[src/rtl/mt9v034_capture.sv]
// Captures the next complete MT9V034 frame after an arm request into a show-ahead pixel FIFO.
// Pixels are truncated to 8 bits and tagged with start-of-frame / end-of-line markers.

// Generic show-ahead FIFO: head entry is visible on rd_dat whenever rd_vld is high.
// Latency: a write is visible on rd_vld the cycle after it is accepted.
// Backpressure: wr_rdy low when full (caller drops); rd_dat holds while rd_vld & ~rd_rdy.
module mt9v034_fifo #(
  parameter int W     = 10,
  parameter int DEPTH = 16
) (
  input  logic         clk,
  input  logic         reset,
  input  logic         wr_vld,
  input  logic [W-1:0] wr_dat,
  output logic         wr_rdy,
  output logic         rd_vld,
  output logic [W-1:0] rd_dat,
  input  logic         rd_rdy
);
  localparam int AW = $clog2(DEPTH);

  logic [W-1:0]  mem [DEPTH];
  logic [AW-1:0] wptr;
  logic [AW-1:0] rptr;
  logic [AW:0]   cnt;
  logic          do_wr;
  logic          do_rd;

  // DEPTH is a power of two, so the count MSB alone marks full.
  assign wr_rdy = ~cnt[AW];
  assign rd_vld = (cnt != '0);
  assign rd_dat = mem[rptr];
  assign do_wr  = wr_vld & wr_rdy;
  assign do_rd  = rd_vld & rd_rdy;

  always_ff @(posedge clk) begin
    if (do_wr) mem[wptr] <= wr_dat;
  end

  always_ff @(posedge clk) begin
    if (!reset) begin
      wptr <= '0;
      rptr <= '0;
      cnt  <= '0;
    end else begin
      if (do_wr) wptr <= wptr + 1'b1;
      if (do_rd) rptr <= rptr + 1'b1;
      case ({do_wr, do_rd})
        2'b10:   cnt <= cnt + 1'b1;
        2'b01:   cnt <= cnt - 1'b1;
        default: ;
      endcase
    end
  end
endmodule

// Single-frame capture: input register, arm/frame FSM, one-pixel lookahead, pixel FIFO.
// Latency: bus sample to held pixel 2 cycles; held pixel written on next pixel or line end.
// Backpressure: m_valid/m_ready stream; pixels arriving on a full FIFO are dropped and flagged.
module mt9v034_capture #(
  parameter int FIFO_DEPTH = 16,
  parameter int COL_W      = 10,
  parameter int ROW_W      = 9
) (
  input  logic             clk,
  input  logic             reset,
  input  logic             arm,
  input  logic             pix_en,
  input  logic             frame_valid,
  input  logic             line_valid,
  input  logic [9:0]       pix_data,
  output logic [7:0]       m_data,
  output logic             m_sof,
  output logic             m_eol,
  output logic             m_valid,
  input  logic             m_ready,
  output logic             busy,
  output logic             done,
  output logic             overflow,
  output logic [ROW_W-1:0] frame_lines,
  output logic [COL_W-1:0] line_pixels
);
  typedef enum logic [2:0] {IDLE, WAIT_FV_LOW, WAIT_FV_HIGH, CAPTURE, FLUSH} state_t;

  state_t           state;
  logic             en_r;
  logic             fv_r;
  logic             lv_r;
  logic [7:0]       dat_r;
  logic             fv_p;
  logic             lv_p;
  logic             fv_rise;
  logic             fv_fall;
  logic             pix_take;
  logic             line_end;
  logic             sof_pend;
  logic             hold_vld;
  logic             hold_sof;
  logic [7:0]       hold_dat;
  logic [COL_W-1:0] col_cnt;
  logic [ROW_W-1:0] row_cnt;
  logic             wr_vld;
  logic             wr_eol;
  logic             wr_rdy;
  logic [9:0]       wr_dat;
  logic             rd_vld;
  logic [9:0]       rd_dat;
  logic             unused_lsb;

  assign unused_lsb = ^pix_data[1:0];

  // Previous-sample copies advance only on strobed cycles so edges are in PIXCLK terms.
  always_ff @(posedge clk) begin
    if (!reset) begin
      en_r  <= 1'b0;
      fv_r  <= 1'b0;
      lv_r  <= 1'b0;
      dat_r <= '0;
      fv_p  <= 1'b0;
      lv_p  <= 1'b0;
    end else begin
      en_r  <= pix_en;
      fv_r  <= frame_valid;
      lv_r  <= line_valid;
      dat_r <= pix_data[9:2];
      if (en_r) begin
        fv_p <= fv_r;
        lv_p <= lv_r;
      end
    end
  end

  assign fv_rise  = en_r & fv_r & ~fv_p;
  assign fv_fall  = en_r & ~fv_r & fv_p;
  assign pix_take = (state == CAPTURE) & en_r & fv_r & lv_r;
  // A frame ending mid-line closes that line as well.
  assign line_end = (state == CAPTURE) & en_r & lv_p & ~(fv_r & lv_r);

  always_comb begin
    wr_vld = 1'b0;
    wr_eol = 1'b0;
    if (hold_vld) begin
      if (state == FLUSH || line_end) begin
        wr_vld = 1'b1;
        wr_eol = 1'b1;
      end else if (pix_take) begin
        wr_vld = 1'b1;
      end
    end
  end

  assign wr_dat = {hold_sof, wr_eol, hold_dat};

  always_ff @(posedge clk) begin
    if (!reset) begin
      state       <= IDLE;
      busy        <= 1'b0;
      done        <= 1'b0;
      overflow    <= 1'b0;
      sof_pend    <= 1'b0;
      hold_vld    <= 1'b0;
      hold_sof    <= 1'b0;
      hold_dat    <= '0;
      col_cnt     <= '0;
      row_cnt     <= '0;
      frame_lines <= '0;
      line_pixels <= '0;
    end else begin
      done <= 1'b0;
      if (wr_vld && !wr_rdy) overflow <= 1'b1;
      case (state)
        IDLE: begin
          if (arm) begin
            state    <= WAIT_FV_LOW;
            busy     <= 1'b1;
            overflow <= 1'b0;
            sof_pend <= 1'b0;
            col_cnt  <= '0;
            row_cnt  <= '0;
          end
        end
        WAIT_FV_LOW: begin
          if (en_r && !fv_r) state <= WAIT_FV_HIGH;
        end
        WAIT_FV_HIGH: begin
          if (fv_rise) begin
            state    <= CAPTURE;
            sof_pend <= 1'b1;
          end
        end
        CAPTURE: begin
          if (pix_take) begin
            hold_vld <= 1'b1;
            hold_dat <= dat_r;
            hold_sof <= sof_pend;
            sof_pend <= 1'b0;
            if (!lv_p)              col_cnt <= COL_W'(1);
            else if (col_cnt != '1) col_cnt <= col_cnt + 1'b1;
          end else if (line_end) begin
            hold_vld <= 1'b0;
            if (row_cnt != '1) row_cnt <= row_cnt + 1'b1;
          end
          if (fv_fall) state <= FLUSH;
        end
        FLUSH: begin
          hold_vld    <= 1'b0;
          done        <= 1'b1;
          busy        <= 1'b0;
          frame_lines <= row_cnt;
          line_pixels <= col_cnt;
          state       <= IDLE;
        end
        default: state <= IDLE;
      endcase
    end
  end

  mt9v034_fifo #(.W(10), .DEPTH(FIFO_DEPTH)) u_fifo (
    .clk    (clk),
    .reset  (reset),
    .wr_vld (wr_vld),
    .wr_dat (wr_dat),
    .wr_rdy (wr_rdy),
    .rd_vld (rd_vld),
    .rd_dat (rd_dat),
    .rd_rdy (m_ready)
  );

  assign m_valid = rd_vld;
  assign m_data  = rd_vld ? rd_dat[7:0] : 8'h00;
  assign m_eol   = rd_vld & rd_dat[8];
  assign m_sof   = rd_vld & rd_dat[9];
endmodule

[config.mk]
export PLATFORM = sky130hd
export DESIGN_NAME = mt9v034_capture
export DESIGN_NICKNAME = d
export VERILOG_FILES = /design/src/rtl/mt9v034_capture.sv
export SDC_FILE = /design/constraint.sdc
export NUM_CORES = 1
export LEC_CHECK = 0
export ABC_AREA = 0
export ABC_CLOCK_PERIOD_IN_PS = 3100
export CORE_AREA = 2 2 113 224
export CTS_CLUSTER_DIAMETER = 200
export CTS_CLUSTER_SIZE = 40
export DETAILED_ROUTE_END_ITERATION = 16
export DIE_AREA = 0 0 115 226
export PLACE_DENSITY = 0.57
export RECOVER_POWER = 50
export SYNTH_ARGS = -nofsm -noshare
export SYNTH_HDL_FRONTEND = slang
export SYNTH_SLANG_ARGS = --single-unit
[constraint.sdc]
create_clock -name clk -period 3.1 [get_ports clk]
set_input_delay 0.775 -clock clk [delete_from_list [all_inputs] [get_ports clk]]
set_output_delay 0.775 -clock clk [all_outputs]
set_load 0.01 [all_outputs]
---- Yosys cells after proc, flatten, opt, wreduce, memory -nomap -nowiden ----
Memory sizes are Yosys's and may differ from the RTL's. A register that Yosys moved wholly into a read port is not among the register bits.
Index checks and enable logic that the tools add are counted.
storage, ports and cells
  input port bits ......................... 17
  RAM bits ................................ 160
  logic and storage cells ................. 121
  memories kept ........................... 1
  bits in registers ....................... 81
  output and inout bits ................... 33
cells by class
  multiplexer cells ....................... 39
  $add $sub $neg .......................... 6
  reduce and logical (&&, ||, !) cells .... 18
  eq/ne operators ......................... 18
  bitwise gates (word level) .............. 18
memory list
  name        depth  width  read ports  clocked after Yosys merged registers in  wr ports  RTL line  text
  u_fifo.mem  16     10     1           1                                        1         22        logic [W-1:0] mem [DEPTH];
operators with widths
  operator                                       count
  two-way mux 10 bit                             4
  two-way mux 9 bit                              4
  case mux 10 bit (2 select lines)               1
  case mux 9 bit (2 select lines)                1
  two-way mux 1 bit                              17
  bitwise AND 1 bit                              14
  != test 2 bit, second input constant           7
  two-way mux 3 bit                              4
  case mux 3 bit (4 select lines)                1
  AND reduction 4 bit                            3
  adder 10 x 1 -> 10 bit, second input constant  1
  != test 10 bit, second input constant          1
  case mux 5 bit (2 select lines)                1
  adder 9 x 1 -> 9 bit, second input constant    1
  != test 9 bit, second input constant           1
  adder 4 x 1 -> 4 bit, second input constant    2
  two-way mux 4 bit                              2
  two-way mux 8 bit                              1
  nonzero test 2 bit                             4
  == test 3 x 2 -> 1 bit, second input constant  2
  AND reduction 2 bit                            3
  adder 5 x 1 -> 5 bit, second input constant    1
  AND reduction 5 bit                            1
  nonzero test 5 bit                             1
  other kinds (16)                               21

---- Depth between registers and ports, before layout ----
  depth after elaboration ................. 11
  mapped depth ............................ 13
  mapped depth without buffers ............ 11

---- Hierarchy ----
From an unflattened synthesis, not the netlist that was laid out.
unflattened totals
  cell total of the unflattened synthesis .. 662
  area total of the unflattened synthesis .. 9,790.6 sq um
modules (own cells, without submodules)
  module           cells an instance  area each (sq um)  seq. area each (sq um)  times used
  mt9v034_fifo     337                6,955.4            5,144.9                 1
  mt9v034_capture  325                2,835.2            1,361.3                 1

---- Worst setup path after synthesis ----
Ideal clock, no wire load.
  path type ............................... reg2reg
  from .................................... reg state[2]
  to ...................................... mem u_fifo.mem[2][0] (enable)
  buffers on the path ..................... 1
  setup slack ............................. 172 ps
  setup time .............................. 407 ps
  arrival ................................. 2,521 ps
  cell stages (with the launch flop) ...... 7
  clock period less this slack ............ 2,928 ps
  required time ........................... 2,693 ps
  cell sequence ........................... dfxtp_1 > or3b_2 > clkbuf_1 > o21ai_1 > and2_1 > inv_2 > nor4b_1
between the ends
  cells in the longest elaborated chain, start to end .. 10
  elaborated cells between the ends (all ways) .. 14
  those cells by class .................... eq/ne: 2; mux: 5; bitwise: 6; reduce/logical: 1
ends and longest elaborated chain
  what                                                   RTL line  text
  start: declaration                                     85        state_t state;
  start signal: assignment                               156       state <= IDLE;
  start signal: assignment                               174       state <= WAIT_FV_LOW;
  start signal: assignment                               183       if (en_r && !fv_r) state <= WAIT_FV_HIGH;
  == test 3 x 2 -> 1 bit                                 135, 137
  bitwise AND 1 bit                                      135, 137
  bitwise AND 1 bit (on tied branches) (2 in series)     135, 137
  two-way mux 1 bit or logical OR 1 bit (tied branches)  146, 143
  two-way mux 1 bit *                                    143       if (state == FLUSH || line_end) begin
  two-way mux 1 bit *                                    142       if (hold_vld) begin
  bitwise AND 1 bit *                                    33        assign do_wr = wr_vld & wr_rdy;
  two-way mux 1 bit *                                    37        if (do_wr) mem[wptr] <= wr_dat;
  two-way mux 1 bit (implied by the code) *              37
  end: declaration                                       22
Every way passes the cells marked *; elsewhere a longest branch is shown, timed or not.

---- Final worst setup path ----
  from .................................... reg u_fifo.cnt[0]
  to ...................................... out m_data[5]
between the ends
  cells in the longest elaborated chain, start to end .. 2
ends and longest elaborated chain
  what                      RTL line  text
  start: declaration        25        logic [AW:0] cnt;
  start signal: assignment  49        2'b10: cnt <= cnt + 1'b1;
  start signal: assignment  50        2'b01: cnt <= cnt - 1'b1;
  nonzero test 5 bit        31        assign rd_vld = (cnt != '0);
  two-way mux 8 bit         230       assign m_data = rd_vld ? rd_dat[7:0] : 8'h00;
  end: declaration          72        output logic [7:0] m_data,
No other way between the ends.

==> PnR_summary.wiki <==
{| class="wikitable"
! Metric !! Value
|-
| Endpoint of the most critical register-to-register path || u_fifo.cnt[2]
|-
| Cell area after placement || approximately 11000 sq um
|-
| Top cell type by total area after synthesis || edfxtp_1
|-
| Count of nets after finishing || 788
|-
| CP arrival || 2.27 ns
|-
| Routed wl met2 || ~13000 um
|-
| Mean post-synth cell area || around 14 sq um
|-
| Final HPWL from detailed placement || ~15000 um
|-
| Final count of pins violating max slew || 0
|-
| Type of the tightest min-delay check || reg -> reg
|-
| Maximum capacitance violations || 0
|-
| Area growth from synthesis to layout || 14.9%
|-
| Startpoint-to-endpoint class of the critical path || reg -> out
|-
| Register-to-register setup slack || between 0.2 and 0.25 ns
|-
| Beginning of the critical path || u_fifo.cnt[0]
|-
| Wire length of the first global-routing pass || 34000 um
|-
| Commonest cells after routing, fill and taps aside || 160 x edfxtp_1, 81 x dfxtp_1, 74 x nand2_1
|-
| Max Fclk || between 300 and 400 MHz
|-
| Largest net degree at the start of global routing || 42
|-
| Highest metal layer used by the detailed router || met4
|-
| Unrepaired setup endpoints after global routing || true
|-
| Power per cell area || between 400 and 500 nW/um^2
|-
| Total met3 wirelength after detailed routing || just under 600 um
|-
| Fill cell instance count of the final layout || between 2000 and 2500
|-
| Skew final || 0.0529 ns
|-
| Wire per inst || approximately 21 um
|-
| Number of cell instances on the worst register-to-register path || 11
|-
| Clock transition at path regs || roughly 0.14 ns
|-
| Netlist cell types || 54
|-
| Total global routing track utilization || 17.1%
|-
| Number of warning messages in the yosys log || 0
|-
| Antenna violations before repair || 0
|-
| Worst hold slack || ~0.45 ns
|-
| Synth Net Count || slightly above 700
|-
| Commonest non-fill, non-tap cell in the layout || edfxtp_1
|-
| Hold Crit Start || dat_r[0]
|-
| Crit path time final || approximately 3.0 ns
|-
| Main combinational cell family by area after synthesis || multiplexers
|-
| Starting density of the core || just over 40%
|-
| Core region area || approximately 24000 sq um
|-
| Leading post-synthesis cells by cell area || edfxtp_1 49%, dfxtp_1 17%, mux4_2 9.2%, mux2i_1 3.1%, nand2_1 2.8%
|-
| Pre-Repair DR Iteration Count || 6
|-
| # DRC || 0
|-
| Initial drt markers || 370
|-
| Global-route congestion overflow total || 0
|-
| Hold path cells || 2
|-
| Final Wtd Congestion || approximately 0.77
|-
| Run status || complete, no violations
|-
| Routed wire length || 21800 um
|-
| Buffer levels on the longest clock path || 3
|-
| Critical Path RT || approximately 2.3 ns
|-
| Chip Width || roughly 120 um
|-
| Root Buffer Master || clkbuf_16
|-
| Total count of hold-check failures in the final report || 0
|-
| Transition time at the pin with the least slew margin || between 1 and 1.5 ns
|-
| Cts hold-fix bufs || 0
|-
| Part of the Yosys area used for sequential elements || between 60 and 70%
|-
| Count of vias placed by the detailed router || slightly below 6000
|-
| Share of flip-flops with an asynchronous set or reset || 0%
|-
| Via density per instance || 5.54
|-
| Share of cells above drive strength 1 || between 10% and 20%
|-
| Endpoint class of the critical path || output pin
|-
| Diode count || 0
|-
| Final number of setup-violating endpoints || 0
|-
| Wl on met1 || about 7600 um
|-
| TritonCTS clock tree || built
|-
| IR drop worst, VDD || between 0.0004 and 0.0005 V
|-
| I/O Buffers || 47
|-
| Synth Instances || just under 700
|-
| Start of the worst register-to-register path || state[2]
|-
| Top Ports || 50
|-
| Post-synth top flop || edfxtp_1
|-
| Area of the mapped netlist || 9790 sq um
|-
| Standard-cell row count || 81
|-
| Die height || between 200 and 250 um
|-
| Number of enable flip-flop cells after synthesis || between 150 and 200
|-
| Area share of and/or/nand/nor cells after synthesis || 10.8%
|-
| Share of the synthesized area in the top cell type || between 40% and 50%
|-
| DIE AREA || about 26000 sq um
|-
| Clock buffers created by TritonCTS || 10
|-
| Number of clock sinks || 245
|-
| Worst Hold Path EP || hold_dat[0]
|-
| Later-pin clock latency in the skew report || 0.49 ns
|-
| Post-synthesis mux area share || approximately 12%
|-
| Critical path startpoint category || register
|-
| Via count of the first global-routing pass || about 6200
|-
| Post-synthesis compound-gate area fraction || 6.38%
|-
| Register bit total from synthesis || roughly 250
|-
| H-tree levels || 1
|-
| Crit share post-route || between 90% and 100%
|-
| Top fanout value on the critical path || 6
|-
| Post-synthesis share of cell area spent on xor and xnor gates || 0.537%
|-
| Post-route standard cell area excluding fillers || 11300 sq um
|-
| Static leakage || 3.63 nW
|-
| Remaining antenna violation count || 0
|-
| Adder-Cell Fraction of Synth Area || 1.41%
|-
| Normalized max-slew margin || between 20% and 30%
|}
-- routing by layer --
metal | GRT usage, % | vias up
met5 | 0 | -
met4 | 5.99 | 0
met3 | 1.64 | 35
met2 | 35.1 | 91
met1 | 17.2 | 2970
li1 | - | 2742
-- flip-flops by register name (all words and copies together) (netlist names), 3 cells and up, named ones only --
signal       cells
u_fifo.rptr      4
u_fifo.mem     160
hold_dat         8
line_pixels     10
u_fifo.wptr      4
dat_r            8
frame_lines      9
state            3
col_cnt         10
row_cnt          9
u_fifo.cnt       5
-- stage by stage --
step	power, mW	worst slack, ns	cells	TNS [ns]	utilization, %
final	5.23	0.0548	1054	0	46.3
after global routing	5.40	-0.0495	1054	-0.0495	46.3
after CTS	5.28	-0.0186	1052	-0.0186	46.2
after detailed placement	3.63	0.220	1022	0	44.4
after global placement	3.63	0.233	1022	0	44.4
after floorplan	3.58	0.172	688	0	-
-- cells in the mapped netlist (5+ instances only) --
| library cell | number |
|---|---|
| o22ai_1 | 11 |
| and4b_1 | 7 |
| and2_1 | 14 |
| a21oi_1 | 54 |
| edfxtp_1 | 160 |
| nand3_1 | 16 |
| nand2_1 | 74 |
| buf_2 | 7 |
| xor2_1 | 5 |
| ha_1 | 11 |
| nor2_1 | 28 |
| or4_1 | 8 |
| inv_1 | 9 |
| o31ai_1 | 7 |
| clkbuf_1 | 32 |
| dfxtp_1 | 85 |
| o21ai_0 | 14 |
| mux2i_1 | 30 |
| or3_1 | 8 |
| mux4_2 | 40 |
-- worst max-delay path, cell delays in order, from the launching register on --
cell	delay [ns]
dfxtp_2	0.38
or4_4	0.57
nor2_2	0.12
or2_4	0.19
buf_4	0.14
o22ai_2	0.09
dlygate4sd2_1	0.30
-- area by class of cell --
type,count,area (sq um),area share (%)
clock buffers,15,290,2.58
repair buffers,101,891,7.92
inverters,10,37.5,0.334
flip-flops and latches,245,6510,57.9
clock inverters,1,30.0,0.267
well taps,290,363,3.23
multi-input cells,392,3130,27.8
-- timing repair --
action | 4_1_cts | 5_1_grt
buffers inserted | 14 | 2
endpoints found under the setup margin | 10 | 6
pin swaps | 3 | 3
gates resized for setup | 40 | 10
-- report_power, final --
part | switching [mW] | leakage [nW] | total (mW) | internal [mW]
sequential | 0.0123 | 2.19 | 3.46 | 3.44
clock | 0.993 | 0.152 | 1.67 | 0.681
combinational | 0.0536 | 1.29 | 0.0939 | 0.0402
total | 1.06 | 3.63 | 5.23 | 4.17
-- cells by family (layout without fill, tap and decap cells) --
logic type | count (synthesis) | in the layout
xor gates and xnor gates | 6 | 6
buffers and inverters | 51 | 127
muxes | 70 | 70
AOI/OAI and AO/OA | 108 | 108
DFF | 245 | 245
and+or+nand+nor | 197 | 197
adders and majority gates | 11 | 11
-- worst max path at each step --
stage / endpoint
floorplan: u_fifo.mem[2][0]
finish: m_data[5]
CTS: m_sof
global placement: u_fifo.cnt[2]
global route: m_data[5]
detailed placement: u_fifo.cnt[2]
Power figures use the tool's default switching activity.
